[config.mk]
export PLATFORM = sky130hd
export DESIGN_NAME = sdram_port_arbiter
export DESIGN_NICKNAME = d
export VERILOG_FILES = /design/src/rtl/sdram_arb_pkg.sv /design/src/rtl/rr_picker.sv /design/src/rtl/sdram_port_arbiter.sv
export SDC_FILE = /design/constraint.sdc
export NUM_CORES = 1
export LEC_CHECK = 0
export CAP_MARGIN = 20
export CORE_AREA = 4 4 218 220
export CTS_BUF_LIST = sky130_fd_sc_hd__clkbuf_2
export CTS_CLUSTER_SIZE = 40
export DETAILED_ROUTE_END_ITERATION = 10
export DIE_AREA = 0 0 222 224
export PLACE_DENSITY = 0.53
export SLEW_MARGIN = 15
export SYNTH_ARGS = -nofsm -noshare
export SYNTH_HDL_FRONTEND = slang
export SYNTH_SLANG_ARGS = --single-unit
[constraint.sdc]
create_clock -name clk -period 5.9 [get_ports clk]
set_input_delay 1.18 -clock clk [delete_from_list [all_inputs] [get_ports clk]]
set_output_delay 1.18 -clock clk [all_outputs]
set_load 0.005 [all_outputs]
[src/rtl/sdram_arb_pkg.sv]
// Shared types and default widths for the SDRAM port arbiter.
package sdram_arb_pkg;

    localparam int DEF_NUM_CLIENTS = 4;
    localparam int DEF_ADDR_WIDTH  = 25;
    localparam int DEF_DATA_WIDTH  = 32;
    localparam int DEF_BE_WIDTH    = 2;
    localparam int DEF_Q_WIDTH     = 128;

    typedef enum logic [2:0] {
        ST_IDLE        = 3'd0,
        ST_ISSUE       = 3'd1,
        ST_WAIT_ACCEPT = 3'd2,
        ST_WAIT_DONE   = 3'd3,
        ST_DONE        = 3'd4
    } arb_state_t;

endpackage

[src/rtl/rr_picker.sv]
// Combinational round-robin select: first requesting client at or after ptr.
module rr_picker #(
    parameter int NUM_CLIENTS = 4
) (
    input  logic [NUM_CLIENTS-1:0]         req,
    input  logic [$clog2(NUM_CLIENTS)-1:0] ptr,
    output logic                           valid,
    output logic [$clog2(NUM_CLIENTS)-1:0] idx
);

    localparam int IDX_W = $clog2(NUM_CLIENTS);

    // Walk the clients from ptr with wrap-around and keep the first hit.
    always_comb begin
        int               sum;
        logic [IDX_W-1:0] cand;
        valid = 1'b0;
        idx   = '0;
        sum   = 0;
        cand  = '0;
        for (int i = 0; i < NUM_CLIENTS; i++) begin
            sum = int'(ptr) + i;
            if (sum >= NUM_CLIENTS) begin
                sum = sum - NUM_CLIENTS;
            end
            cand = IDX_W'(sum);
            if (!valid && req[cand]) begin
                valid = 1'b1;
                idx   = cand;
            end
        end
    end

endmodule

[src/rtl/sdram_port_arbiter.sv]
// Round-robin arbiter sharing one sdram controller port among several clients.
// One transaction at a time: latch winner, pulse the request, follow the
// controller's ready low/high handshake, then strobe done to the winner.
module sdram_port_arbiter
    import sdram_arb_pkg::*;
#(
    parameter int NUM_CLIENTS = DEF_NUM_CLIENTS,
    parameter int ADDR_WIDTH  = DEF_ADDR_WIDTH,
    parameter int DATA_WIDTH  = DEF_DATA_WIDTH,
    parameter int BE_WIDTH    = DEF_BE_WIDTH,
    parameter int Q_WIDTH     = DEF_Q_WIDTH
) (
    input  logic                              clk,
    input  logic                              reset_n,
    input  logic                              init_complete,
    input  logic [NUM_CLIENTS-1:0]            cl_req,
    input  logic [NUM_CLIENTS-1:0]            cl_we,
    input  logic [NUM_CLIENTS*ADDR_WIDTH-1:0] cl_addr,
    input  logic [NUM_CLIENTS*DATA_WIDTH-1:0] cl_data,
    input  logic [NUM_CLIENTS*BE_WIDTH-1:0]   cl_byte_en,
    output logic [NUM_CLIENTS-1:0]            cl_done,
    output logic [Q_WIDTH-1:0]                cl_q,
    output logic [ADDR_WIDTH-1:0]             mem_addr,
    output logic [DATA_WIDTH-1:0]             mem_data,
    output logic [BE_WIDTH-1:0]               mem_byte_en,
    output logic                              mem_wr_req,
    output logic                              mem_rd_req,
    input  logic                              mem_ready,
    input  logic [Q_WIDTH-1:0]                mem_q,
    output logic                              busy,
    output logic [$clog2(NUM_CLIENTS)-1:0]    grant_id
);

    localparam int IDX_W = $clog2(NUM_CLIENTS);

    arb_state_t state;
    arb_state_t state_next;

    logic [IDX_W-1:0]      rr_ptr;
    logic                  pick_valid;
    logic [IDX_W-1:0]      pick_idx;
    logic                  start;

    logic                  lat_we;
    logic [ADDR_WIDTH-1:0] lat_addr;
    logic [DATA_WIDTH-1:0] lat_data;
    logic [BE_WIDTH-1:0]   lat_byte_en;

    rr_picker #(
        .NUM_CLIENTS(NUM_CLIENTS)
    ) u_picker (
        .req  (cl_req),
        .ptr  (rr_ptr),
        .valid(pick_valid),
        .idx  (pick_idx)
    );

    // A grant needs a calibrated, idle controller and at least one requester.
    assign start = init_complete && mem_ready && pick_valid;

    // State register.
    always_ff @(posedge clk or negedge reset_n) begin
        if (!reset_n) begin
            state <= ST_IDLE;
        end else begin
            state <= state_next;
        end
    end

    // Next-state and controller-facing outputs.
    always_comb begin
        state_next  = state;
        busy        = 1'b1;
        mem_wr_req  = 1'b0;
        mem_rd_req  = 1'b0;
        mem_addr    = lat_addr;
        mem_data    = lat_data;
        mem_byte_en = lat_byte_en;
        cl_done     = '0;
        case (state)
            ST_IDLE: begin
                busy        = 1'b0;
                mem_addr    = '0;
                mem_data    = '0;
                mem_byte_en = '0;
                if (start) begin
                    state_next = ST_ISSUE;
                end
            end
            ST_ISSUE: begin
                mem_wr_req = lat_we;
                mem_rd_req = !lat_we;
                state_next = ST_WAIT_ACCEPT;
            end
            ST_WAIT_ACCEPT: begin
                if (!mem_ready) begin
                    state_next = ST_WAIT_DONE;
                end
            end
            ST_WAIT_DONE: begin
                if (mem_ready) begin
                    state_next = ST_DONE;
                end
            end
            ST_DONE: begin
                cl_done[grant_id] = 1'b1;
                state_next        = ST_IDLE;
            end
            default: begin
                busy        = 1'b0;
                mem_addr    = '0;
                mem_data    = '0;
                mem_byte_en = '0;
                state_next  = ST_IDLE;
            end
        endcase
    end

    // Grant index, fairness pointer and returned read data.
    always_ff @(posedge clk or negedge reset_n) begin
        if (!reset_n) begin
            grant_id <= '0;
            rr_ptr   <= '0;
            cl_q     <= '0;
        end else begin
            if (state == ST_IDLE && start) begin
                grant_id <= pick_idx;
            end
            if (state == ST_WAIT_DONE && mem_ready && !lat_we) begin
                cl_q <= mem_q;
            end
            if (state == ST_DONE) begin
                rr_ptr <= (grant_id == IDX_W'(NUM_CLIENTS - 1)) ? '0 : grant_id + 1'b1;
            end
        end
    end

    // Winner's command fields; only observed outside IDLE, so no reset needed.
    always_ff @(posedge clk) begin
        if (state == ST_IDLE && start) begin
            lat_we      <= cl_we[pick_idx];
            lat_addr    <= cl_addr[pick_idx*ADDR_WIDTH +: ADDR_WIDTH];
            lat_data    <= cl_data[pick_idx*DATA_WIDTH +: DATA_WIDTH];
            lat_byte_en <= cl_byte_en[pick_idx*BE_WIDTH +: BE_WIDTH];
        end
    end

endmodule

==> results of run 1 <==
[report_power, final]
part	total [mW]	switching, mW	leakage, nW	internal, mW
clock	0.778	0.524	0.162	0.253
combinational	3.12	1.19	4.26	1.92
sequential	2.19	0.246	2.18	1.95
total	6.09	1.96	6.61	4.12
[kinds of logic (layout without fill, tap and decap cells)]
family / count (synthesis) / in the layout / share of synthesized area, %
multiplexers: 311 / 311 / 34.6
flip-flops: 195 / 195 / 54.7
AND/OR/NAND/NOR: 78 / 78 / 5.14
buffers and inverters: 46 / 617 / 4.28
AO/OA/AOI/OAI: 9 / 9 / 0.634
adder cells (fa/ha/maj): 4 / 4 / 0.529
XOR/XNOR: 1 / 1 / 0.0925
other: 0 / 4 / 0
[final cells by class]
class / count / area [µm²]
multi-input cells: 403 / 3920
diodes: 4 / 10.0
clock inverters: 12 / 178
flip-flops and latches: 195 / 5180
clock buffers: 20 / 100
repair buffers: 580 / 5820
fillers: 4545 / 29300
well taps: 600 / 751
inverters: 5 / 18.8
[cell usage after synthesis (2+ instances only)]
| master | count |
|---|---|
| dfrtp_1 | 135 |
| o22ai_1 | 2 |
| inv_1 | 5 |
| clkbuf_4 | 9 |
| and3_1 | 5 |
| nand2_1 | 2 |
| clkbuf_1 | 7 |
| a21oi_1 | 4 |
| buf_8 | 3 |
| buf_12 | 7 |
| edfxtp_1 | 60 |
| buf_4 | 13 |
| and2_1 | 59 |
| mux2i_1 | 181 |
| buf_2 | 2 |
| nor2_1 | 3 |
| ha_1 | 4 |
| mux2_1 | 130 |
[metrics by stage]
stage | utilization [%] | worst slack, ns
floorplan | - | 1.35
global placement | 34.7 | 2.21
detailed placement | 34.7 | 2.19
CTS | 35.3 | 1.12
global route | 35.3 | 1.02
finish | 35.3 | 1.42
[worst paths after layout]
path | end | slack [ns] | startpoint | depth (start not counted)
worst max-delay path | mem_data[10] | 1.42 | state[1] | 5
worst min-delay path | cl_q[118] | 0.33 | reset_n | 1
worst max register to register | lat_addr[8] | 3.34 | rr_ptr[1] | 6
worst min register to register | cl_q[49] | 0.52 | cl_q[49] | 1
max in group asynchronous | cl_q[102] | 4.40 | reset_n | 2
min in group clk | cl_q[49] | 0.52 | cl_q[49] | 1
[routing by layer]
| metal | wire [µm] | vias up | GRT usage (%) |
|---|---|---|---|
| met5 | 20 | - | 0 |
| met4 | 1040 | 2 | 5.40 |
| met3 | 3230 | 41 | 6.08 |
| met2 | 18500 | 377 | 25.6 |
| met1 | 12900 | 3471 | 14.3 |
| li1 | - | 3455 | - |
[worst max-delay path, stage by stage, from the launching register on]
cell and delay, ns:
dfrtp_1 0.49, nor2_1 0.46, xnor2_2 0.16, buf_4 0.48, and2_1 0.30, clkdlybuf4s50_1 0.55
[sequential cells by signal (all words and copies together) (netlist names)]
name	cells
cl_q	128
lat_data	32
lat_addr	25
state	3
grant_id	2
lat_byte_en	2
rr_ptr	2
lat_we	1
==> results_dict.tcl, run 1 <==
set metrics [dict create \
    coreArea_um2 45300 \
    vias 7346 \
    synth_area_leaders "dfrtp_1 36%, mux2i_1 19%, edfxtp_1 19%" \
    hold_viol_final 0 \
    cts_tree "yes" \
    cts_sinks 195 \
    ys_ff_latch 195 \
    max-cap-violations 0 \
    viasPerCell 4.04 \
    drc 0 \
    final_common_cell "clkdlybuf4s50_1" \
    die_h_um 224 \
    post_cts_buffers 0 \
    die_area_um2 49700 \
    async_reset_ff_share_pct 69.2 \
    io_pins 572 \
    clk-insertion-delay-late_ns 0.89 \
    fin_cells 1819 \
    clockRootBuffer "clkbuf_2" \
    cp.arrival_ns 3.30 \
    fin_skew_ns 0.0511 \
    fin_tns_setup_ns 0 \
    syn-instance-count 644 \
    fin_area_um2 16000 \
    htreeDepth 4 \
    drv_slew 0 \
    mostFrequentLayoutCells "570 x clkdlybuf4s50_1, 181 x mux2i_1, 135 x dfrtp_1" \
    synth_warnings 0 \
    endpoint_kind "output port" \
    track_usage_pct 14.0 \
    placedInstanceArea_um2 15700 \
    timing.hold.ws_ns 0.331 \
    power_mw 6.09 \
    status "completed" \
    grt_pass1_vias 8276 \
    synth-edff-count 60 \
    grt_pass1_wl_um 52400 \
    synth_flop_cell "dfrtp_1" \
    synth_cell_types 31 \
    antenna_found_initial 6 \
    drt-pass1-iter-count 4 \
    drt-total-wl_um 35700 \
    io_buffers 571 \
    grt_max_degree 96 \
    final_nets 1582 \
    numCtsBuffers 17 \
    finalCriticalPeriod_ns 4.48 \
    cts_resized 0 \
    place_congestion 0.782 \
    yosys.area.top_type "dfrtp_1" \
    die_w_um 222 \
    start_util_pct 20.9 \
    rsz0062_at_grt "no" \
    syn-cell-area_um2 9470 \
    clk_pin_slew_ns 0.29 \
    hp-class "input port to async pin" \
    dpl.hpwl_um 28700 \
    fin_crit_sh_pct 75.9 \
    wl_per_cell_um 19.6 \
    clockBufferDepth 2 \
    cts_hold_buf 0 \
    antenna_left 0 \
    crit_fanout 60 \
    syn_area_per_cell_um2 14.7 \
    overflow 0 \
    worst_pin_slew_ns 0.948 \
    slew-limit-headroom_pct 36.8 \
    path_class "flop to output port" \
    cp.required_ns 4.72 \
    leakagePower_nw 6.61 \
    area_growth_pct 68.8 \
    power_density_nw_per_um2 381 \
    first_iter_violations 212 \
    yosysSeqAreaShare_pct 54.7 \
    yosys.area.top_type_share_pct 35.7 \
    max_freq_mhz 223 \
    cp-start-kind "flop" \
    synth.net_count 1024 \
    peakVddDrop_mv 0.191 \
    post-place-cells 1783 \
    drive_above_1_share_pct 3.79 \
    setup_viol 0 \
    rows 78 \
]
(Power assumes the default switching activity.)
==> run 2: changes to the inputs <==
- CORE_AREA: 4 4 218 220 -> 4 4 220 222
- DIE_AREA: 0 0 222 224 -> 0 0 224 226
- PLACE_DENSITY: 0.53 -> 0.54
- clock period: 5.9 -> 3.6 ns (I/O delays scaled with it)
==> results_dict.tcl, run 2 (same netlist as run 1, synthesis figures left out) <==
set metrics [dict create \
    finalCriticalPeriod_ns 3.36 \
    drc 0 \
    path_class "flop to output port" \
    viasPerCell 4.02 \
    dpl.hpwl_um 28700 \
    htreeDepth 4 \
    p_clk_share_pct 11.0 \
    rows 79 \
    cp.required_ns 2.88 \
    slew-limit-headroom_pct 52.2 \
    grt_pass1_wl_um 51700 \
    final_nets 1608 \
    drv_slew 0 \
    leakagePower_nw 6.97 \
    crit_family "buffers and inverters" \
    drt-total-wl_um 36700 \
    switching_share_pct 33.4 \
    clk_pin_slew_ns 0.31 \
    die_w_um 224 \
    io_pins 572 \
    cts_tree "yes" \
    vias 7446 \
    io_buffers 571 \
    hold_viol_final 0 \
    peakVddDrop_mv 0.314 \
    cp.arrival_ns 2.64 \
    hp-class "input port to async pin" \
    power_mw 10.1 \
    antenna_left 0 \
    crit_fanout 13 \
    area_growth_pct 71.8 \
    top_regs "cl_q (128), lat_data (32), lat_addr (25)" \
    start_util_pct 20.4 \
    p_seq_share_pct 35.6 \
    mostFrequentLayoutCells "510 x clkdlybuf4s50_1, 181 x mux2i_1, 132 x dfrtp_1" \
    die_h_um 226 \
    worst_pin_slew_ns 0.717 \
    coreArea_um2 46400 \
    largest_register_ffs 128 \
    clk-insertion-delay-late_ns 0.98 \
    cp_cell_sequence "nor2_4, xnor2_4, buf_12, buf_4, buf_16, buf_6, and2_1, clkdlybuf4s15_2" \
    drive_above_1_share_pct 6.61 \
    clockBufferDepth 2 \
    grt_max_degree 113 \
    timing.hold.ws_ns 0.247 \
    max-cap-violations 0 \
    fin_skew_ns 0.0288 \
    fin_crit_sh_pct 93.2 \
    rsz0062_at_grt "yes" \
    largest-register "cl_q" \
    power_density_nw_per_um2 621 \
    die_area_um2 50600 \
    drt-pass1-iter-count 4 \
    critPathSlowestCell "dfrtp_2" \
    antenna_found_initial 7 \
    p_switching_mw 3.37 \
    intPower_mw 6.73 \
    place_congestion 0.764 \
    clockRootBuffer "clkbuf_2" \
    final_common_cell "clkdlybuf4s50_1" \
    numCtsBuffers 17 \
    critical_path_buf_inv_count 5 \
    combPwrFrac_pct 53.4 \
    critPathMaxStageDelay_ns 0.49 \
    first_iter_violations 262 \
    status "completed" \
    overflow 0 \
    max_freq_mhz 298 \
    setup_viol 0 \
    endpoint_kind "output port" \
    grt_pass1_vias 8070 \
    cts_sinks 195 \
    cp-start-kind "flop" \
    wl_per_cell_um 19.8 \
    track_usage_pct 13.9 \
]
## run 2: path summary, 6_finish.rpt
path / from / to / slack [ns] / cells after the start
setup / recovery: state[0] / mem_data[21] / 0.24 / 8
min in group clk: mem_q[80] / cl_q[80] / 0.30 / 2
setup reg to reg: rr_ptr[1] / lat_data[13] / 1.28 / 7
hold / removal: reset_n / cl_q[14] / 0.25 / 2
max in group asynchronous: reset_n / cl_q[54] / 2.56 / 3
hold reg to reg: cl_q[124] / cl_q[124] / 0.53 / 1
## run 2: worst register-to-register path, delay by kind of cell, from the launching register on
| kind | cells | cell delay [ns] |
|---|---|---|
| muxes | 2 | 0.34 |
| DFF | 1 | 0.62 |
| buffers and inverters | 2 | 0.73 |
| AOI/OAI and AO/OA | 3 | 0.41 |
## run 2: power groups by stage
| stage | clock, mW | combinational [mW] | sequential, mW |
|---|---|---|---|
| CTS | 1.23 | 5.44 | 3.61 |
| global placement | 0 | 5.31 | 3.65 |
| detailed placement | 0 | 5.34 | 3.68 |
| floorplan | 0 | 2.13 | 3.67 |
| finish | 1.11 | 5.40 | 3.60 |
| global route | 1.30 | 5.81 | 3.71 |
## run 2: timing repair
action / in CTS / in global routing
buffers inserted: 6 / 7
resized for setup: 71 / 14
hold buffers: 1 / 0
cloned: 2 / 1
hold endpoints to repair: 117 / 0
pin swaps: 1 / 1
endpoints found under the setup margin: 64 / 6
## run 2: final cells by class
cell class	count	area, µm²
Inverter	5	18.8
Fill cell	4617	30100
Timing Repair Buffer	606	6120
Clock buffer	19	95.1
Clock inverter	13	123
Multi-Input combinational cell	403	3950
Tap cell	607	759
Antenna cell	6	15.0
Sequential cell	195	5180
## run 2: metrics by stage
stage	instances	util, %	worst slack [ns]	setup TNS [ns]	cell area, µm²
global placement	1799	34.2	0.682	0	15900
floorplan	644	-	0.512	0	9470
CTS	1840	34.9	-0.211	-1.23	16200
global route	1853	35.1	-0.0696	-0.480	16300
detailed placement	1799	34.2	0.603	0	15900
finish	1854	35.1	0.245	0	16300
## run 2: per-layer routing
metal / global-route usage [%] / vias to the layer above / routed length (µm)
met5: 0 / - / 27
met4: 3.94 / 4 / 584
met3: 6.47 / 36 / 3530
met2: 25.3 / 371 / 19100
met1: 14.2 / 3524 / 13400
li1: - / 3511 / -
==> run 3: changes to the inputs <==
- GPL_TIMING_DRIVEN: unset -> 0
==> results_dict.tcl, run 3 (same netlist as run 1, synthesis figures left out) <==
set metrics [dict create \
    status "completed" \
    grt_pass1_wl_um 54500 \
    reg2reg_from "state[1]" \
    crit_fanout 10 \
    finalCriticalPeriod_ns 3.38 \
    clockRootBuffer "clkbuf_2" \
    path_class "flop to output port" \
    endpoint_kind "output port" \
    rows 79 \
    drt-pass1-iter-count 4 \
    cp-start-kind "flop" \
    cts_tree "yes" \
    mostFrequentLayoutCells "539 x clkdlybuf4s50_1, 181 x mux2i_1, 134 x dfrtp_1" \
    cts_sinks 195 \
    critPathMaxStageDelay_ns 0.55 \
    r2r-end "lat_data[23]" \
    coreArea_um2 46400 \
    track_usage_pct 14.6 \
    leakagePower_nw 6.94 \
    drt-total-wl_um 37700 \
    start_util_pct 20.4 \
    clk_pin_slew_ns 0.29 \
    placedInstanceArea_um2 16000 \
    vias 7525 \
    final_common_cell "clkdlybuf4s50_1" \
    numCtsBuffers 17 \
    antenna_found_initial 10 \
    overflow 0 \
    grt_max_degree 90 \
    place_ws_ns 0.129 \
    drv_slew 0 \
    max-cap-violations 0 \
    r2r_slack_ns 1.38 \
    n_fill_cell 4732 \
    setup_viol 0 \
    io_pins 572 \
    worst_slack_ns 0.222 \
    cp_cell_sequence "nor2_4, xnor2_4, clkbuf_8, and2_1, clkdlybuf4s50_1" \
    final_nets 1623 \
    fin_skew_ns 0.0426 \
    power_density_nw_per_um2 626 \
    antenna_left 0 \
    drive_above_1_share_pct 6.93 \
    top_regs "cl_q (128), lat_data (32), lat_addr (25)" \
    first_iter_violations 211 \
    dpl.hpwl_um 31400 \
    htreeDepth 4 \
    drc 0 \
    die_area_um2 50600 \
    slew-limit-headroom_pct 60.9 \
    largest_register_ffs 128 \
    critPathSlowestCell "clkdlybuf4s50_1" \
    fin_crit_sh_pct 93.8 \
    place_congestion 0.744 \
    die_h_um 226 \
    area_growth_pct 73.1 \
    peakVddDrop_mv 0.281 \
    ff2ff_path_depth 6 \
    cp.required_ns 2.88 \
    fin_area_um2 16400 \
    io_buffers 571 \
    hp-class "input port to async pin" \
    grt_pass1_vias 8461 \
    clockBufferDepth 2 \
    clk-insertion-delay-late_ns 0.88 \
    die_w_um 224 \
    max_freq_mhz 296 \
    largest-register "cl_q" \
    worst_pin_slew_ns 0.586 \
    hold_viol_final 0 \
    cp.arrival_ns 2.66 \
    rsz0062_at_grt "yes" \
    wl_per_cell_um 20.2 \
    viasPerCell 4.04 \
]
run 3: changes by cell type in the layout (fill, tap and decap cells not counted), moves of 4 or more:
cell	previous run	this run
buf_8	0	4
clkbuf_2	22	18
clkbuf_4	0	9
clkdlybuf4s50_1	510	539
diode_2	6	2
dlygate4sd2_1	46	31
dlymetal6s2s_1	6	0
run 3: per-layer routing:
metal	GRT usage, %	share of wire [%]	vias up
li1	-	-	3536
met1	15.1	36	3573
met2	27.6	54	377
met3	5.68	8.7	33
met4	3.28	1.2	6
met5	0	0.10	-
run 3: through the flow:
stage | util (%) | setup TNS [ns] | hold WS [ns] | std cells | power, mW
floorplan | - | 0 | 0.424 | 644 | 5.80
global placement | 34.4 | -594.58 | 0.467 | 1822 | 9.20
detailed placement | 34.6 | 0 | 0.474 | 1826 | 9.26
CTS | 35.3 | 0 | 0.102 | 1862 | 10.5
global route | 35.3 | -0.315 | 0.142 | 1863 | 10.9
finish | 35.4 | 0 | 0.274 | 1864 | 10.3
run 3: power breakdown:
group,switching (mW),internal [mW]
logic,2.16,3.41
registers,0.388,3.19
clock network,0.842,0.264
total,3.39,6.86
run 3: critical path, delay by kind of cell, from the launching register on:
family	cells	cell delay, ns
DFF	1	0.50
and+or+nand+nor	2	0.36
xor gates and xnor gates	1	0.17
buffers and inverters	2	0.77
run 3: layout make-up:
type	instances	area, µm²	share of cell area [%]
inverter	5	18.8	0.115
antenna	2	5.00	0.0305
tap	607	759	4.63
clock inverter	13	135	0.825
multi-input combinational	403	3920	23.9
clock buffer	18	90.1	0.550
buffer	41	463	2.82
timing repair buffer	580	5810	35.5
sequential	195	5180	31.6
run 3: worst max path at each step:
| stage | from | to | cells after the start |
|---|---|---|---|
| 2_1_floorplan | cl_req[0] | grant_id[0] | 4 |
| 3_3_place_gp | reset_n | cl_q[42] | 1 |
| 3_5_place_dp | state[1] | mem_addr[1] | 6 |
| 4_1_cts | state[1] | mem_addr[7] | 5 |
| 5_1_grt | state[1] | mem_addr[10] | 5 |
| 6_report | state[1] | mem_data[2] | 5 |
run 3: timing repair:
item	in CTS	in global routing
setup buffers	4	0
gates resized for setup	58	2
pin swaps	1	0
hold buffers	1	0
setup endpoints to repair	60	24
hold endpoints to repair	127	0
